### config.mk
export PLATFORM = sky130hd
export DESIGN_NAME = cmos_dvp_emitter
export DESIGN_NICKNAME = d
export VERILOG_FILES = /design/src/rtl/cmos_dvp_emitter.sv
export SDC_FILE = /design/constraint.sdc
export NUM_CORES = 1
export LEC_CHECK = 0
export BUFFER_PORTS_ARGS = -buffer_cell sky130_fd_sc_hd__buf_4
export CAP_MARGIN = 40
export CORE_AREA = 2 2 102 104
export DETAILED_ROUTE_END_ITERATION = 10
export DIE_AREA = 0 0 104 106
export HOLD_SLACK_MARGIN = 0.08
export PLACE_DENSITY = 0.74
export SLEW_MARGIN = 10
export SYNTH_ARGS = -nofsm -noshare
export SYNTH_HDL_FRONTEND = slang
export SYNTH_SLANG_ARGS = --single-unit
### constraint.sdc
create_clock -name iCLK -period 4.9 [get_ports iCLK]
set_input_delay 1.225 -clock iCLK [delete_from_list [all_inputs] [get_ports iCLK]]
set_output_delay 1.225 -clock iCLK [all_outputs]
set_load 0.01 [all_outputs]
### src/rtl/cmos_dvp_emitter.sv
// OV7670-style DVP transmitter: VSYNC/HREF/PCLK plus an RGB565 byte stream, high byte first.
// Pixels come from an external request/data port or from a built-in test-pattern generator.
module cmos_dvp_emitter #(
   parameter int H_ACTIVE = 640,
   parameter int V_ACTIVE = 480,
   parameter int H_BLANK  = 144,
   parameter int VS_W     = 1568,
   parameter int V_BP     = 13328,
   parameter int V_FP     = 7840
) (
   input  logic        iCLK,
   input  logic        iRST_N,
   input  logic        iEN,
   input  logic [1:0]  iMODE,
   input  logic [15:0] iPIX_DATA,
   output logic        oPIX_REQ,
   output logic        CMOS_PCLK,
   output logic        CMOS_VSYNC,
   output logic        CMOS_HREF,
   output logic [7:0]  CMOS_DATA,
   output logic [7:0]  oFRAME_CNT,
   output logic        oFRAME_DONE,
   output logic        oBUSY
);
   // state | meaning
   // IDLE  | waiting for iEN, all outputs low
   // VS    | VSYNC high for VS_W cycles
   // VBP   | vertical back porch, V_BP cycles
   // ACT   | active line, HREF high for 2*H_ACTIVE byte cycles
   // HBLK  | horizontal blanking between lines, H_BLANK cycles
   // VFP   | vertical front porch, frame done on its last cycle
   typedef enum logic [2:0] {IDLE, VS, VBP, ACT, HBLK, VFP} state_t;

   localparam int XW    = $clog2(H_ACTIVE);
   localparam int YW    = (V_ACTIVE > 1) ? $clog2(V_ACTIVE) : 1;
   localparam int M1    = (VS_W > V_BP) ? VS_W : V_BP;
   localparam int M2    = (H_BLANK > V_FP) ? H_BLANK : V_FP;
   localparam int MAXL  = (M1 > M2) ? M1 : M2;
   localparam int CW    = (MAXL > 1) ? $clog2(MAXL) : 1;
   localparam int BAR_W = H_ACTIVE / 8;

   state_t          state_q, state_d;
   logic [CW-1:0]   cnt_q, cnt_d;
   logic [XW-1:0]   x_q, x_d;
   logic [YW-1:0]   y_q, y_d;
   logic            ph_q, ph_d;
   logic [1:0]      mode_q, mode_d;
   logic [7:0]      fid_q, fid_d;
   logic [15:0]     ext_q, ext_d;
   logic            vsync_q, vsync_d;
   logic            href_q, href_d;
   logic [7:0]      data_q, data_d;
   logic            req_q, req_d;
   logic            done_q, done_d;
   logic [7:0]      fcnt_q, fcnt_d;
   logic            busy_q, busy_d;
   logic            start;
   logic [2:0]      bar;
   logic [15:0]     pix;

   always_comb begin
      state_d = state_q;
      cnt_d   = cnt_q;
      x_d     = x_q;
      y_d     = y_q;
      ph_d    = ph_q;
      mode_d  = mode_q;
      fid_d   = fid_q;
      fcnt_d  = fcnt_q;
      ext_d   = req_q ? iPIX_DATA : ext_q;
      start   = 1'b0;
      case (state_q)
         IDLE: start = iEN;
         VS: begin
            if (cnt_q == '0) begin
               state_d = VBP;
               cnt_d   = CW'(V_BP - 1);
            end else cnt_d = cnt_q - 1'b1;
         end
         VBP, HBLK: begin
            if (cnt_q == '0) state_d = ACT;
            else cnt_d = cnt_q - 1'b1;
         end
         ACT: begin
            ph_d = ~ph_q;
            if (ph_q) begin
               if (x_q == XW'(H_ACTIVE - 1)) begin
                  x_d = '0;
                  if (y_q == YW'(V_ACTIVE - 1)) begin
                     state_d = VFP;
                     cnt_d   = CW'(V_FP - 1);
                  end else begin
                     state_d = HBLK;
                     cnt_d   = CW'(H_BLANK - 1);
                     y_d     = y_q + 1'b1;
                  end
               end else x_d = x_q + 1'b1;
            end
         end
         VFP: begin
            if (cnt_q == '0) begin
               if (iEN) start = 1'b1;
               else state_d = IDLE;
            end else cnt_d = cnt_q - 1'b1;
         end
         default: state_d = IDLE;
      endcase
      // fcnt_q already holds the post-increment count when VFP ends
      if (start) begin
         state_d = VS;
         cnt_d   = CW'(VS_W - 1);
         x_d     = '0;
         y_d     = '0;
         ph_d    = 1'b0;
         mode_d  = iMODE;
         fid_d   = fcnt_q;
      end
      done_d = (state_d == VFP) && (cnt_d == '0);
      if (done_d) fcnt_d = fcnt_q + 1'b1;

      bar = 3'(32'(x_d) / BAR_W);
      case (mode_d)
         2'b00: pix = ext_d;
         2'b01: begin
            case (bar)
               3'd0:    pix = 16'hFFFF;
               3'd1:    pix = 16'hFFE0;
               3'd2:    pix = 16'h07FF;
               3'd3:    pix = 16'h07E0;
               3'd4:    pix = 16'hF81F;
               3'd5:    pix = 16'hF800;
               3'd6:    pix = 16'h001F;
               default: pix = 16'h0000;
            endcase
         end
         2'b10:   pix = {8'(y_d), 8'(x_d)};
         default: pix = {8'hA5, fid_d};
      endcase

      vsync_d = (state_d == VS);
      href_d  = (state_d == ACT);
      data_d  = href_d ? (ph_d ? pix[7:0] : pix[15:8]) : 8'h00;
      req_d   = (mode_d == 2'b00) &&
                ((((state_d == VBP) || (state_d == HBLK)) && (cnt_d == '0)) ||
                 ((state_d == ACT) && ph_d && (x_d != XW'(H_ACTIVE - 1))));
      busy_d  = (state_d != IDLE);
   end

   always_ff @(posedge iCLK or negedge iRST_N) begin
      if (!iRST_N) begin
         state_q <= IDLE;
         cnt_q   <= '0;
         x_q     <= '0;
         y_q     <= '0;
         ph_q    <= 1'b0;
         mode_q  <= 2'b00;
         fid_q   <= 8'h00;
         ext_q   <= 16'h0000;
         vsync_q <= 1'b0;
         href_q  <= 1'b0;
         data_q  <= 8'h00;
         req_q   <= 1'b0;
         done_q  <= 1'b0;
         fcnt_q  <= 8'h00;
         busy_q  <= 1'b0;
      end else begin
         state_q <= state_d;
         cnt_q   <= cnt_d;
         x_q     <= x_d;
         y_q     <= y_d;
         ph_q    <= ph_d;
         mode_q  <= mode_d;
         fid_q   <= fid_d;
         ext_q   <= ext_d;
         vsync_q <= vsync_d;
         href_q  <= href_d;
         data_q  <= data_d;
         req_q   <= req_d;
         done_q  <= done_d;
         fcnt_q  <= fcnt_d;
         busy_q  <= busy_d;
      end
   end

   assign CMOS_PCLK   = iCLK;
   assign CMOS_VSYNC  = vsync_q;
   assign CMOS_HREF   = href_q;
   assign CMOS_DATA   = data_q;
   assign oPIX_REQ    = req_q;
   assign oFRAME_DONE = done_q;
   assign oFRAME_CNT  = fcnt_q;
   assign oBUSY       = busy_q;
endmodule

# Word level (Yosys, flattened, before mapping)
# Cells that the tools add are included.
op_classes:
  addsub: 4
  div: 1
  n_eq_ne: 22
  n_mux: 37
  bitwise_logic: 1
  n_reduce_logical: 19
op_table:
  columns: ["cell", "count"]
  rows:
  - ["$pmux 16 s7", 1]
  - ["$mux 14", 5]
  - ["$pmux 16 s3", 1]
  - ["$mux 9", 5]
  - ["$pmux 14 s3", 1]
  - ["$mux 10", 4]
  - ["$div 10x7->32 const B", 1]
  - ["$logic_not 14->1", 2]
  - ["$mux 8", 3]
  - ["$eq 3x3->1 const B", 7]
  - ["$mux 3", 7]
  - ["$eq 3x2->1 const B", 6]
  - ["$mux 16", 1]
  - ["$pmux 3 s5", 1]
  - ["$sub 14x1->14 const B", 1]
  - ["$mux 13", 1]
  - ["$add 10x1->10 const B", 1]
  - ["$eq 10x10->1 const B", 1]
  - ["$ne 10x10->1 const B", 1]
  - ["$add 9x1->9 const B", 1]
  - ["$eq 3x1->1 const B", 3]
  - ["$eq 9x9->1 const B", 1]
  - ["$add 8x1->8 const B", 1]
  - ["$logic_not 3->1", 2]
  - ["15 further kinds", 26]
word_totals:
  ff_bits: 84
  in_bits: 21
  output_inout_bits: 22

# Depth between registers and ports, before layout
# Gate-level depths: netlist of run 1.
logic_depth:
  word_depth: 11
  depth_mapped: 19
  ltp_nobuf: 16

==> results list, run 1 <==
- For the worst setup path, the data arrival time is 4920 ps.
- The cell count after synthesis came out at 595.
- Vias in the first global route: 4,501
- Setup bufs post-CTS: 0
- The run finished with clean final reports.
- Gates resized during post-CTS repair numbered 0.
* Setup repair after global routing missed its margin: no
- Once the floorplan was initialized, standard cells occupied 51.4% of the core.
- Across the routed clock network, the largest skew measured is 9.22 ps.
* Warnings, synthesis: 0
- Routability Congestion: 0.934
* Type of element launching the critical path: register
- Yosys mapped a number of flops with a built-in enable equal to 0.
- DRC violations left: 0
* Number of I/O port buffers: 42
- Area of the core region: 0.0100 sq mm
* Total detailed-routing wirelength: 13,900 um
- Worst Slack Setup Final: 337 ps
- The floorplan has 37 rows.
- Post-synthesis sequential element count: 84
- Summed over all instances, the cell type with the most area after synthesis is sky130_fd_sc_hd__dfrtp_1.
- The count of cells in the finished layout, fillers not included, comes to 769.
- GRT Overall Usage: 25.8%
* Detailed route wirelength on metal2: 6500 um
- Met3 wire length: 786 um
- Dominant cells by area after synthesis: sky130_fd_sc_hd__dfrtp_1 41%, sky130_fd_sc_hd__nand2_1 4.7%, sky130_fd_sc_hd__nor2_1 4.3%
- Sequential Area: 0.00210 sq mm
- Summed over all layers, the global routing overflow is 0.
- Mean cell area of the mapped netlist: 8.63 sq um
* Top flip-flop cell by instance count after synthesis: sky130_fd_sc_hd__dfrtp_1
* Ratio of cells with drive above 1 in the final layout: 16.3%
- The worst setup path is of the register to register kind.
* Routed via count: 4,708
* Slew at the pin with the worst max-slew slack: 815 ps
* Die outline area: 0.0110 sq mm
* Max-capacitance violation count: 0
- In this run, the number of DRC markers left after iteration 0 of detailed routing was 400.
* Hold violation count in the final report: 0
- Path class of the lowest-slack min-delay path: register to register
- Detailed placement ended at an HPWL of 9840 um.
- The number of antenna diodes in the final layout is 0.
- The analysis attributes to cell leakage a power of 2.56 nW.
- Yosys mapped the design onto 72 distinct sky130hd cell types.
- Proportion of register bits with asynchronous set or reset after synthesis: 100%
- After synthesis, the largest area contributor takes up 40.9% of total cell area.
- Number of antenna violations at the first check in global routing: 0
- The count of nets left with antenna violations once routing finished came out at 0.
- Iteration count of the initial detailed-routing pass: 5
- The commonest cells after synthesis are 84 x sky130_fd_sc_hd__dfrtp_1, 64 x sky130_fd_sc_hd__nand2_1, 59 x sky130_fd_sc_hd__nor2_1.
- Post-synthesis sequential area ratio: 40.9%
- Timing would allow up to 0.219 GHz.
- Setup violations remaining at the end of the flow were counted as 0.
- Area growth from synthesis to final layout: 13.6%
- The clock reaches the later pin of the worst-skew pair after 460 ps.
- Fillcell total: 919
- Most frequent cell after synthesis: sky130_fd_sc_hd__dfrtp_1
- Worst setup slack after placement: 489 ps
* Cells after DPL: 750
* Max Fanout on Critical Path: 12
- Type of element capturing the critical path: register
* Netlist area before placement: 0.00514 sq mm
* Global-route wire length before repair: 22,700 um
* Post-DP Area: 0.00558 sq mm
- Uppermost layer routed: met4
- CTS tree: built
- Finished Core Util: 58.4%
- After layout, the worst path uses 93.1% of the clock period.
* Final routed wire length divided by cell count: 18.1 um
- Final Instance Area: 0.00584 sq mm
- Clock-pin slew was measured on the worst setup and hold paths at 100 ps.
* Power density over cell area: 231 mW/mm^2
- 43 I/O pins were placed.
- The die is 104 um wide.
- Die Span Y: 106 um
- At the end of the flow, the number of nets in the layout was 656.
* Met1 wire length: 6420 um
* Critical path required time: 5250 ps
- Using the TritonRoute via totals, the vias-per-cell ratio works out to 6.12.
* Maximum number of pins on one net before global-route repair: 53
- Count of final max-slew check failures: 0
* Aggregate negative setup slack: 0 ps
- In the final layout, the multi-input gates occupy 0.00280 sq mm.
- After layout, the minimum clock period comes to 4560 ps.
- Synthesis produced a netlist with a net count of 623.
* Post-cts hold buffer count: 0
- Worst max-slew margin expressed relative to the limit: 45.7%
- Worst voltage drop across the vdd grid: 182 uV
[state kept, by name, summed over array words and instances (netlist names)]
signal       cells
x_q             10
mode_q           2
CMOS_DATA        8
oBUSY            1
CMOS_HREF        1
ext_q           16
oPIX_REQ         1
cnt_q           14
ph_q             1
oFRAME_DONE      1
state_q          3
CMOS_VSYNC       1
oFRAME_CNT       8
fid_q            8
y_q              9
[placed cells by master, fill, tap and decap left out, drive strengths merged, types with 9 or more instances in the layout]
master	synthesis	final
dfrtp	84	84
nand2	64	64
nor2	59	59
buf	6	56
o21ai	38	38
a21oi	37	37
inv	24	28
nand3	20	20
nor3	19	19
mux2	18	18
xnor2	14	14
nand4	14	14
clkbuf	31	13
and2	10	10
or3	9	9
and3	9	9
xor2	9	9
[worst max-delay path: stages, from the launching register on]
cell,delay (ps)
sky130_fd_sc_hd__dfrtp_1,420
sky130_fd_sc_hd__ha_1,210
sky130_fd_sc_hd__and3_1,410
sky130_fd_sc_hd__a31oi_1,170
sky130_fd_sc_hd__a211oi_1,600
sky130_fd_sc_hd__nor2_1,140
sky130_fd_sc_hd__ha_1,380
sky130_fd_sc_hd__or3b_2,470
sky130_fd_sc_hd__o41ai_1,250
sky130_fd_sc_hd__a311oi_1,80
sky130_fd_sc_hd__o311ai_0,380
sky130_fd_sc_hd__a21o_1,240
sky130_fd_sc_hd__nor2_1,50
sky130_fd_sc_hd__nand2_1,70
sky130_fd_sc_hd__o2111ai_1,210
sky130_fd_sc_hd__a221oi_1,370
[worst paths after layout]
check	from	to	slack [ps]	cells after the start
setup / recovery	x_q[0]	CMOS_DATA[4]	340	15
hold / removal	fid_q[1]	fid_q[1]	490	2
setup reg to reg	x_q[0]	CMOS_DATA[4]	340	15
hold reg to reg	fid_q[1]	fid_q[1]	490	2
max in group asynchronous	iRST_N	CMOS_DATA[3]	3180	2
min in group asynchronous	iRST_N	cnt_q[2]	780	1
[power by group]
group | internal, mW | switching (mW)
clock network | 0.322 | 0.305
registers | 0.693 | 0
logic | 0.0105 | 0.0159
total | 1.02 | 0.321
[cells by family (layout without fill, tap and decap cells)]
kind of cell,after synthesis,count (layout),share of synthesized area [%]
and+or+nand+nor,241,241,23.8
buffers and inverters,61,99,4.60
DFF,84,84,40.9
AOI/OAI and AO/OA,157,157,20.3
muxes,22,22,4.72
adders and majority gates,7,7,1.70
xor gates and xnor gates,23,23,3.92
[per-stage QoR]
| stage | power, mW | hold slack, ps |
|---|---|---|
| 6_report | 1.35 | 494 |
| 5_1_grt | 1.39 | 525 |
| 4_1_cts | 1.36 | 500 |
| 3_5_place_dp | 0.751 | 475 |
| 3_3_place_gp | 0.750 | 467 |
| 2_1_floorplan | 0.724 | 429 |
[area by class of cell]
| cell class | count | area share [%] |
|---|---|---|
| Clock buffer | 14 | 3.19 |
| Multi-Input combinational cell | 450 | 48.0 |
| Inverter | 24 | 1.54 |
| Timing Repair Buffer | 55 | 7.07 |
| Clock inverter | 6 | 1.31 |
| Tap cell | 136 | 2.92 |
| Sequential cell | 84 | 36.0 |
[metal layers]
| metal | GRT usage [%] | up-vias |
|---|---|---|
| met5 | 0 | - |
| met1 | 35.9 | 2270 |
| met4 | 8.30 | 0 |
| met2 | 41.9 | 185 |
| li1 | - | 2233 |
| met3 | 3.80 | 20 |
No activity file was read; power rests on OpenSTA's default activity.
==> run 2: changes to the inputs <==
Clock period 4.9 ns to 4.13 ns, I/O delays scaled along.
==> run 2 against run 1 <==
Compared with the run above: cell area up 3.2%; routed wire length about the same; via count up 2.1%; die area unchanged; global-route usage up 0.29 points; worst setup slack worse by 190 ps; sequential share of layout area down 1.1 points; hold slack worse by 110 ps; clock power up 17%; highest routed layer unchanged.
==> results list, run 2 (synthesized netlist as in run 1, its figures left out) <==
* Result of the run: complete, no violations (unchanged)
- Net Sw Power: 0.383 mW (was 0.321 mW)
- Overflow left after global routing: 0 (unchanged)
- The layout cell share with drive strength beyond 1 was 19.4% (was 16.3%).
* FP Rows: 37 (unchanged)
- The critical path launch point type is a register (unchanged).
* Dominant delay contributor by cell family on the critical path: compound AO/OA/AOI/OAI gates (unchanged)
- The layout filler cell count is 899 (was 919).
* Initial core utilization: 51.4% (unchanged)
- The height of the die is 106 um (unchanged).
- Number of antenna violations at the first check in global routing: 0 (unchanged)
- Count of pins on the block boundary: 43 (unchanged)
- The endpoint kind of the worst setup timing path is a register (unchanged).
- The final core utilization is 60.2% (was 58.4%).
- Path class of the lowest-slack min-delay path: input pin to asynchronous set/reset pin (was register to register)
- The number of search-and-repair iterations in the first detailed-routing pass came to 5 (unchanged).
* Area growth from synthesis to final layout: 17.2% (was 13.6%)
- Flip-flop count of the largest register, all copies and words added: 16 (unchanged)
- Slew at the pin with the worst max-slew slack: 883 ps (was 815 ps)
- Leading registers by flop count: ext_q: 16 flops, cnt_q: 14 flops, x_q: 10 flops (unchanged).
- Max frequency: 0.251 GHz (was 0.219 GHz)
* Stage delay of the slowest cell on the critical path: 420 ps (was 600 ps)
- The maximum fanout along the worst path is 8 (was 12).
- Power share of the sequential group: 51.7% (was 51.5%)
- Slack of the worst reg-to-reg path: 150 ps (was 340 ps)
- Routed via count: 4,806 (was 4,708)
* Internal power consumption: 1.21 mW (was 1.03 mW)
* Met1 wire length: 6070 um (was 6420 um)
- The setup skew after layout came to 18.3 ps (was 9.22 ps).
- The leakage power of the design is 2.66 nW (was 2.56 nW).
- Residual antenna-violating net count after detailed routing: 0 (unchanged)
- Capturing point of the worst reg2reg path: CMOS_DATA[4] (unchanged)
* # diodes: 0 (unchanged)
- Met3 wire length: 978 um (was 786 um)
* Detailed route wirelength on metal2: 6450 um (was 6500 um)
- The number of DRC markers in iteration 0 was 437 (was 400).
* Area of the core region: 0.0100 sq mm (unchanged)
- Maximum number of pins on one net before global-route repair: 60 (was 53)
- The die width came to 104 um (unchanged).
- Number of buffer and inverter stages on the critical path: 0 (unchanged)
- Commonest cells after routing, fill and taps aside: 84 x sky130_fd_sc_hd__dfrtp_1, 72 x sky130_fd_sc_hd__buf_4, 64 x sky130_fd_sc_hd__nand2_1, 57 x sky130_fd_sc_hd__nor2_1, 37 x sky130_fd_sc_hd__a21oi_1 (was 84 x sky130_fd_sc_hd__dfrtp_1, 64 x sky130_fd_sc_hd__nand2_1, 59 x sky130_fd_sc_hd__nor2_1, 56 x sky130_fd_sc_hd__buf_4, 37 x sky130_fd_sc_hd__a21oi_1)
- Clock transition at the registers of the reported paths: 100 ps (about the same)
- Count of final max-slew check failures: 0 (unchanged)
- Final setup violation count: 0 (unchanged)
- The category of the critical setup timing path is register to register (unchanged).
- The detail-routed net length per standard cell is 17.7 um (was 18.1 um).
- The CTS tree was built (unchanged).
- GRT Overall Usage: 26.1% (was 25.8%)
- The power density of the placed cells came to 264 mW/mm^2 (was 231 mW/mm^2).
- Global-route wire length before repair: 23,000 um (was 22,700 um)
- The power share of the combinational group was 2.1% (was 2.0%).
* Switching Fraction: 24.1% (was 23.9%)
- Ordered list of cells on the worst path: ha_1, and3_1, a41oi_1, a21o_1, nor2_1, nor2_4, ha_4, or3b_4, o41ai_2, a311oi_1, o311ai_1, a21o_1, nor2_1, nand2_1, o2111ai_2, a221oi_1 (was ha_1, and3_1, a31oi_1, a211oi_1, nor2_1, ha_1, or3b_2, o41ai_1, a311oi_1, o311ai_0, a21o_1, nor2_1, nand2_1, o2111ai_1, a221oi_1).
- Worst Slack Setup Final: 152 ps (was 337 ps)
- Die outline area: 0.0110 sq mm (unchanged)
* Detailed-route vias per instance: 6.11 (was 6.12)
- Source of the worst register-to-register timing path: x_q[0] (unchanged)
- R2R cell count: 16 (was 15)
* Hold violation count in the final report: 0 (unchanged)
- Most common cell after layout, fill and taps aside: sky130_fd_sc_hd__dfrtp_1 (unchanged)
- Setup repair after global routing missed its margin: no (unchanged)
- Routability Congestion: 0.897 (was 0.934)
- The top layer used by detailed routing is met4 (unchanged).
- The cell with the biggest individual delay on the critical path is sky130_fd_sc_hd__dfrtp_1 (was sky130_fd_sc_hd__a211oi_1).
- Proportion of power drawn by the clock network: 46.1% (was 46.6%)
* Critical path required time: 4500 ps (was 5250 ps)
- Worst voltage drop across the vdd grid: 206 uV (was 182 uV)
- Worst max-slew margin expressed relative to the limit: 41.1% (was 45.7%)
* Latest clock arrival within the worst-skew pair: 480 ps (was 460 ps)
* Vias in the first global route: 4,699 (was 4,501)
* Share of the clock period used by the worst path after layout: 96.3% (was 93.1%)
* Shortest period the worst path allows: 3980 ps (was 4560 ps)
* Post-layout total power: 1.59 mW (was 1.35 mW)
- The half-perimeter wire length after detailed placement was 10,000 um (was 9840 um).
* Max-capacitance violation count: 0 (unchanged)
* Arrival time of the worst setup path: 4350 ps (was 4920 ps)
- The post-route DRC violation count was 0 (unchanged).
- The post-layout net count was 673 (was 656).
* Largest register by flop count: ext_q (unchanged)
- Total detailed-routing wirelength: 13,900 um (about the same)
- The setup slack after placement was 181 ps (was 489 ps).
- Aggregate negative setup slack: 0 ps (unchanged)
* Number of I/O port buffers: 42 (unchanged)
run 2: cell types whose count changed in the layout (fill, tap and decap cells not counted), sizes merged:
cell      change
clkinv        -1
buf          +17
clkinvlp      +1
inv           +1
clkbuf        -1
run 2: final cells by class:
class                   instances  area [sq um]  share of cell area (%)
well taps                     136           170                    2.83
flip-flops and latches         84          2100                    34.9
multi-input cells             450          2840                    47.2
repair buffers                 72           561                    9.31
clock inverters                 7          86.3                    1.43
inverters                      24          90.1                    1.50
clock buffers                  13           173                    2.87
run 2: worst max path at each step:
stage                   from      endpoint  slack (ps)  cells past startpoint
floorplan           cnt_q[9]  CMOS_DATA[6]         -40                     18
global route          x_q[0]  CMOS_DATA[4]          40                     16
global placement         iEN  CMOS_DATA[4]         320                     14
finish                x_q[0]  CMOS_DATA[4]         150                     16
detailed placement       iEN  CMOS_DATA[4]         180                     14
CTS                 cnt_q[9]  CMOS_DATA[4]         160                     14
run 2: stage by stage:
step / instance area (sq um) / hold slack [ps] / instances
CTS: 6010 / 379 / 785
global placement: 5730 / 478 / 765
floorplan: 5230 / 429 / 595
detailed placement: 5760 / 485 / 766
finish: 6020 / 381 / 786
global route: 6020 / 367 / 786
run 2: routing by layer:
| layer | global-route usage [%] | up-vias |
|---|---|---|
| li1 | - | 2263 |
| met1 | 34.7 | 2296 |
| met2 | 41.2 | 216 |
| met3 | 4.66 | 31 |
| met4 | 13.3 | 0 |
| met5 | 0 | - |
run 2: power by group through the flow:
stage / sequential [mW] / clock, mW / combinational [mW]
6_report: 0.822 / 0.732 / 0.0340
5_1_grt: 0.822 / 0.786 / 0.0390
4_1_cts: 0.822 / 0.745 / 0.0353
3_5_place_dp: 0.838 / 0.0200 / 0.0352
3_3_place_gp: 0.838 / 0.0200 / 0.0312
2_1_floorplan: 0.838 / 0.0200 / 0.000185
run 2: worst reg2reg max path: stages, from the launching register on:
cell	delay, ps
sky130_fd_sc_hd__dfrtp_1	420
sky130_fd_sc_hd__ha_1	210
sky130_fd_sc_hd__and3_1	330
sky130_fd_sc_hd__a41oi_1	210
sky130_fd_sc_hd__a21o_1	260
sky130_fd_sc_hd__nor2_1	220
sky130_fd_sc_hd__nor2_4	70
sky130_fd_sc_hd__ha_4	250
sky130_fd_sc_hd__or3b_4	390
sky130_fd_sc_hd__o41ai_2	290
sky130_fd_sc_hd__a311oi_1	90
sky130_fd_sc_hd__o311ai_1	280
sky130_fd_sc_hd__a21o_1	220
sky130_fd_sc_hd__nor2_1	60
sky130_fd_sc_hd__nand2_1	90
sky130_fd_sc_hd__o2111ai_2	190
sky130_fd_sc_hd__a221oi_1	300
run 2: repair_timing:
action / CTS / global route
resized for setup: 0 / 1
buffers inserted: 0 / 1
hold buffers: 0 / 0
setup endpoints to repair: 0 / 1
==> run 3: changes to the inputs <==
Settings changed: CELL_PAD_IN_SITES_DETAIL_PLACEMENT from default to 1, CELL_PAD_IN_SITES_GLOBAL_PLACEMENT from default to 2, CORE_AREA 2 2 102 104 to 2 2 128 130, DIE_AREA 0 0 104 106 to 0 0 130 132, PLACE_DENSITY 0.74 to default, PLACE_DENSITY_LB_ADDON from default to 0.1.
==> run 3 against run 2 <==
Compared with the run above: clock power is 46% higher; critical path depth is 2 lower; fmax is 1.6% higher; clock skew is 8.1 ps lower; die area is 56% higher; hold slack better by 120 ps; cell area is 5.4% higher; sequential cell count stayed put; sequential share of layout area is 1.8 points lower; via count is 1.6% lower; final cell count is 11% higher; power is 21% higher; largest power group is now the clock network.
==> results list, run 3 (synthesized netlist as in run 1, its figures left out) <==
- Result of the run: complete, no violations (unchanged).
- The number of flip-flops under the largest register name was 16 (unchanged).
- The critical path launch point type is a register (unchanged).
- Count of pins on the block boundary: 43 (unchanged)
- Detailed-route vias per instance: 5.41 (was 6.11)
* Setup repair after global routing missed its margin: no (unchanged)
* Final std cells w/o fill: 874 (was 786)
* Number of DRC markers in iteration 0: 247 (was 437)
- The detail-routed net length per standard cell came to 19.3 um (was 17.7 um).
* Critical path required time: 4490 ps (was 4500 ps)
* Clk_skew: 10.1 ps (was 18.3 ps)
- Most common cell after layout, fill and taps aside: sky130_fd_sc_hd__dfrtp_1 (unchanged)
- LEAKAGE: 2.77 nW (was 2.66 nW)
- The effective utilization at floorplan is 32.7% (was 51.4%).
* Max frequency: 0.255 GHz (was 0.251 GHz)
* Area of the core region: 0.0157 sq mm (was 0.0100 sq mm)
- Max-capacitance violation count: 0 (unchanged)
* Die outline area: 0.0172 sq mm (was 0.0110 sq mm)
* Share of the clock period used by the worst path after layout: 94.8% (was 96.3%)
- Shortest period the worst path allows: 3920 ps (was 3980 ps)
* Arrival time of the worst setup path: 4270 ps (was 4350 ps)
* Worst voltage drop across the vdd grid: 244 uV (was 206 uV)
* Leading registers by flop count: ext_q: 16 flops, cnt_q: 14 flops, x_q: 10 flops (unchanged)
* Gates resized, CTS repair: 0 (unchanged)
- The category of the critical setup timing path is register to register (unchanged).
- The count of standard-cell rows came to 46 (was 37).
* Finished Core Util: 40.4% (was 60.2%)
- The height of the die was 132 um (was 106 um).
* Power density over cell area: 303 mW/mm^2 (was 264 mW/mm^2)
- The transition at the pin with the smallest max-transition slack is 930 ps (was 883 ps).
* Clock transition at the registers of the reported paths: 70 ps (was 100 ps)
- Hold violation count in the final report: 0 (unchanged)
- Routability Congestion: 0.831 (was 0.897)
* Width of the chip: 130 um (was 104 um)
- The layout cell share with drive strength beyond 1 came to 20.8% (was 19.4%).
* Type of element capturing the critical path: register (unchanged)
- Number of I/O port buffers: 42 (unchanged)
* DPL Wire Length: 12,600 um (was 10,000 um)
* Setup bufs post-CTS: 0 (unchanged)
- Global-route wire length before repair: 27,500 um (was 23,000 um)
- The final setup violation count came to 0 (unchanged).
- The final wirelength was 16,800 um (was 13,900 um).
- Maximum number of pins on one net before global-route repair: 40 (was 60)
- The cell area after placement was 0.00592 sq mm (was 0.00576 sq mm).
- Area growth from synthesis to final layout: 23.5% (was 17.2%)
- The number of global-route vias before repair came to 4,949 (was 4,699).
* Commonest cells after routing, fill and taps aside: 84 x sky130_fd_sc_hd__dfrtp_1, 80 x sky130_fd_sc_hd__buf_4, 64 x sky130_fd_sc_hd__nand2_1, 57 x sky130_fd_sc_hd__nor2_1, 37 x sky130_fd_sc_hd__a21oi_1 (was 84 x sky130_fd_sc_hd__dfrtp_1, 72 x sky130_fd_sc_hd__buf_4, 64 x sky130_fd_sc_hd__nand2_1, 57 x sky130_fd_sc_hd__nor2_1, 37 x sky130_fd_sc_hd__a21oi_1)
* CTS tree: built (unchanged)
- Post-cts hold buffer count: 0 (unchanged)
- Path class of the lowest-slack min-delay path: register to register (was input pin to asynchronous set/reset pin)
- Routed via count: 4,730 (was 4,806)
- Worst max-slew margin expressed relative to the limit: 38.0% (was 41.1%)
- Max Fanout on Critical Path: 5 (was 8)
- The placed instance count came to 855 (was 766).
* Largest register by flop count: ext_q (unchanged)
* Residual antenna-violating net count after detailed routing: 0 (unchanged)
- The number of search-and-repair iterations in the first detailed-routing pass is 4 (was 5).
- The remaining global-route overflow was 0 (unchanged).
- DRC violations left: 0 (unchanged)
- The later-pin clock latency in the skew report came to 450 ps (was 480 ps).
- The global router's overall resource usage was 20.6% (was 26.1%).
- Count of final max-slew check failures: 0 (unchanged)
- The number of antenna violations at the first check in global routing is 0 (unchanged).
- Final Instance Area: 0.00635 sq mm (was 0.00602 sq mm)
- Nets@finish: 681 (was 673)
- The antenna cell count was 0 (unchanged).
-- run 3: changes by cell type in the layout (fill, tap and decap cells not counted), sizes merged --
cell,previous run,this run
bufinv,1,2
clkinv,0,1
clkbuf,12,13
inv,29,26
buf,73,81
-- run 3: power by group --
part / switching (mW) / leakage (nW) / internal, mW
logic: 0.0201 / 1.54 / 0.0145
clock network: 0.381 / 0.201 / 0.687
registers: 0 / 1.03 / 0.822
-- run 3: cell type report --
| cell class | count | area (sq um) |
|---|---|---|
| timing repair buffer | 80 | 613 |
| fill | 1834 | 9370 |
| tap | 216 | 270 |
| inverter | 24 | 90.1 |
| sequential | 84 | 2100 |
| clock inverter | 6 | 93.8 |
| multi-input combinational | 450 | 2860 |
| clock buffer | 14 | 322 |
-- run 3: per-stage QoR --
stage | total power [mW] | hold slack, ps | TNS, ps | setup slack (ps)
CTS | 1.96 | 507 | 0 | 121
floorplan | 0.858 | 429 | -57.0 | -35.9
detailed placement | 0.895 | 491 | 0 | 172
finish | 1.92 | 500 | 0 | 214
global placement | 0.891 | 484 | 0 | 234
global route | 2.00 | 521 | 0 | 1.08
-- run 3: per-layer routing --
layer  share of wire [%]  track usage [%]
met5                   0                0
met4                 1.2             5.85
met3                 3.0             3.57
met2                  48             32.9
met1                  48             28.6
-- run 3: path summary, 6_finish.rpt --
kind,startpoint,to,slack [ps],cells past startpoint
worst max register to register,cnt_q[9],CMOS_DATA[4],210,14
worst min-delay path,ext_q[12],ext_q[12],500,1
worst max-delay path,cnt_q[9],CMOS_DATA[4],210,14
min in group asynchronous,iRST_N,cnt_q[2],540,1
worst min register to register,ext_q[12],ext_q[12],500,1
max in group asynchronous,iRST_N,ext_q[7],2980,2
-- run 3: worst max-delay path: stages, from the launching register on --
cell,delay (ps)
sky130_fd_sc_hd__dfrtp_1,390
sky130_fd_sc_hd__or4_1,600
sky130_fd_sc_hd__nor4_4,360
sky130_fd_sc_hd__a21o_1,330
sky130_fd_sc_hd__nor2_2,100
sky130_fd_sc_hd__ha_4,240
sky130_fd_sc_hd__or3b_4,390
sky130_fd_sc_hd__o41ai_2,270
sky130_fd_sc_hd__a311oi_1,80
sky130_fd_sc_hd__o311ai_1,250
sky130_fd_sc_hd__a21o_1,220
sky130_fd_sc_hd__nor2_1,60
sky130_fd_sc_hd__nand2_1,80
sky130_fd_sc_hd__o2111ai_2,180
sky130_fd_sc_hd__a221oi_1,280
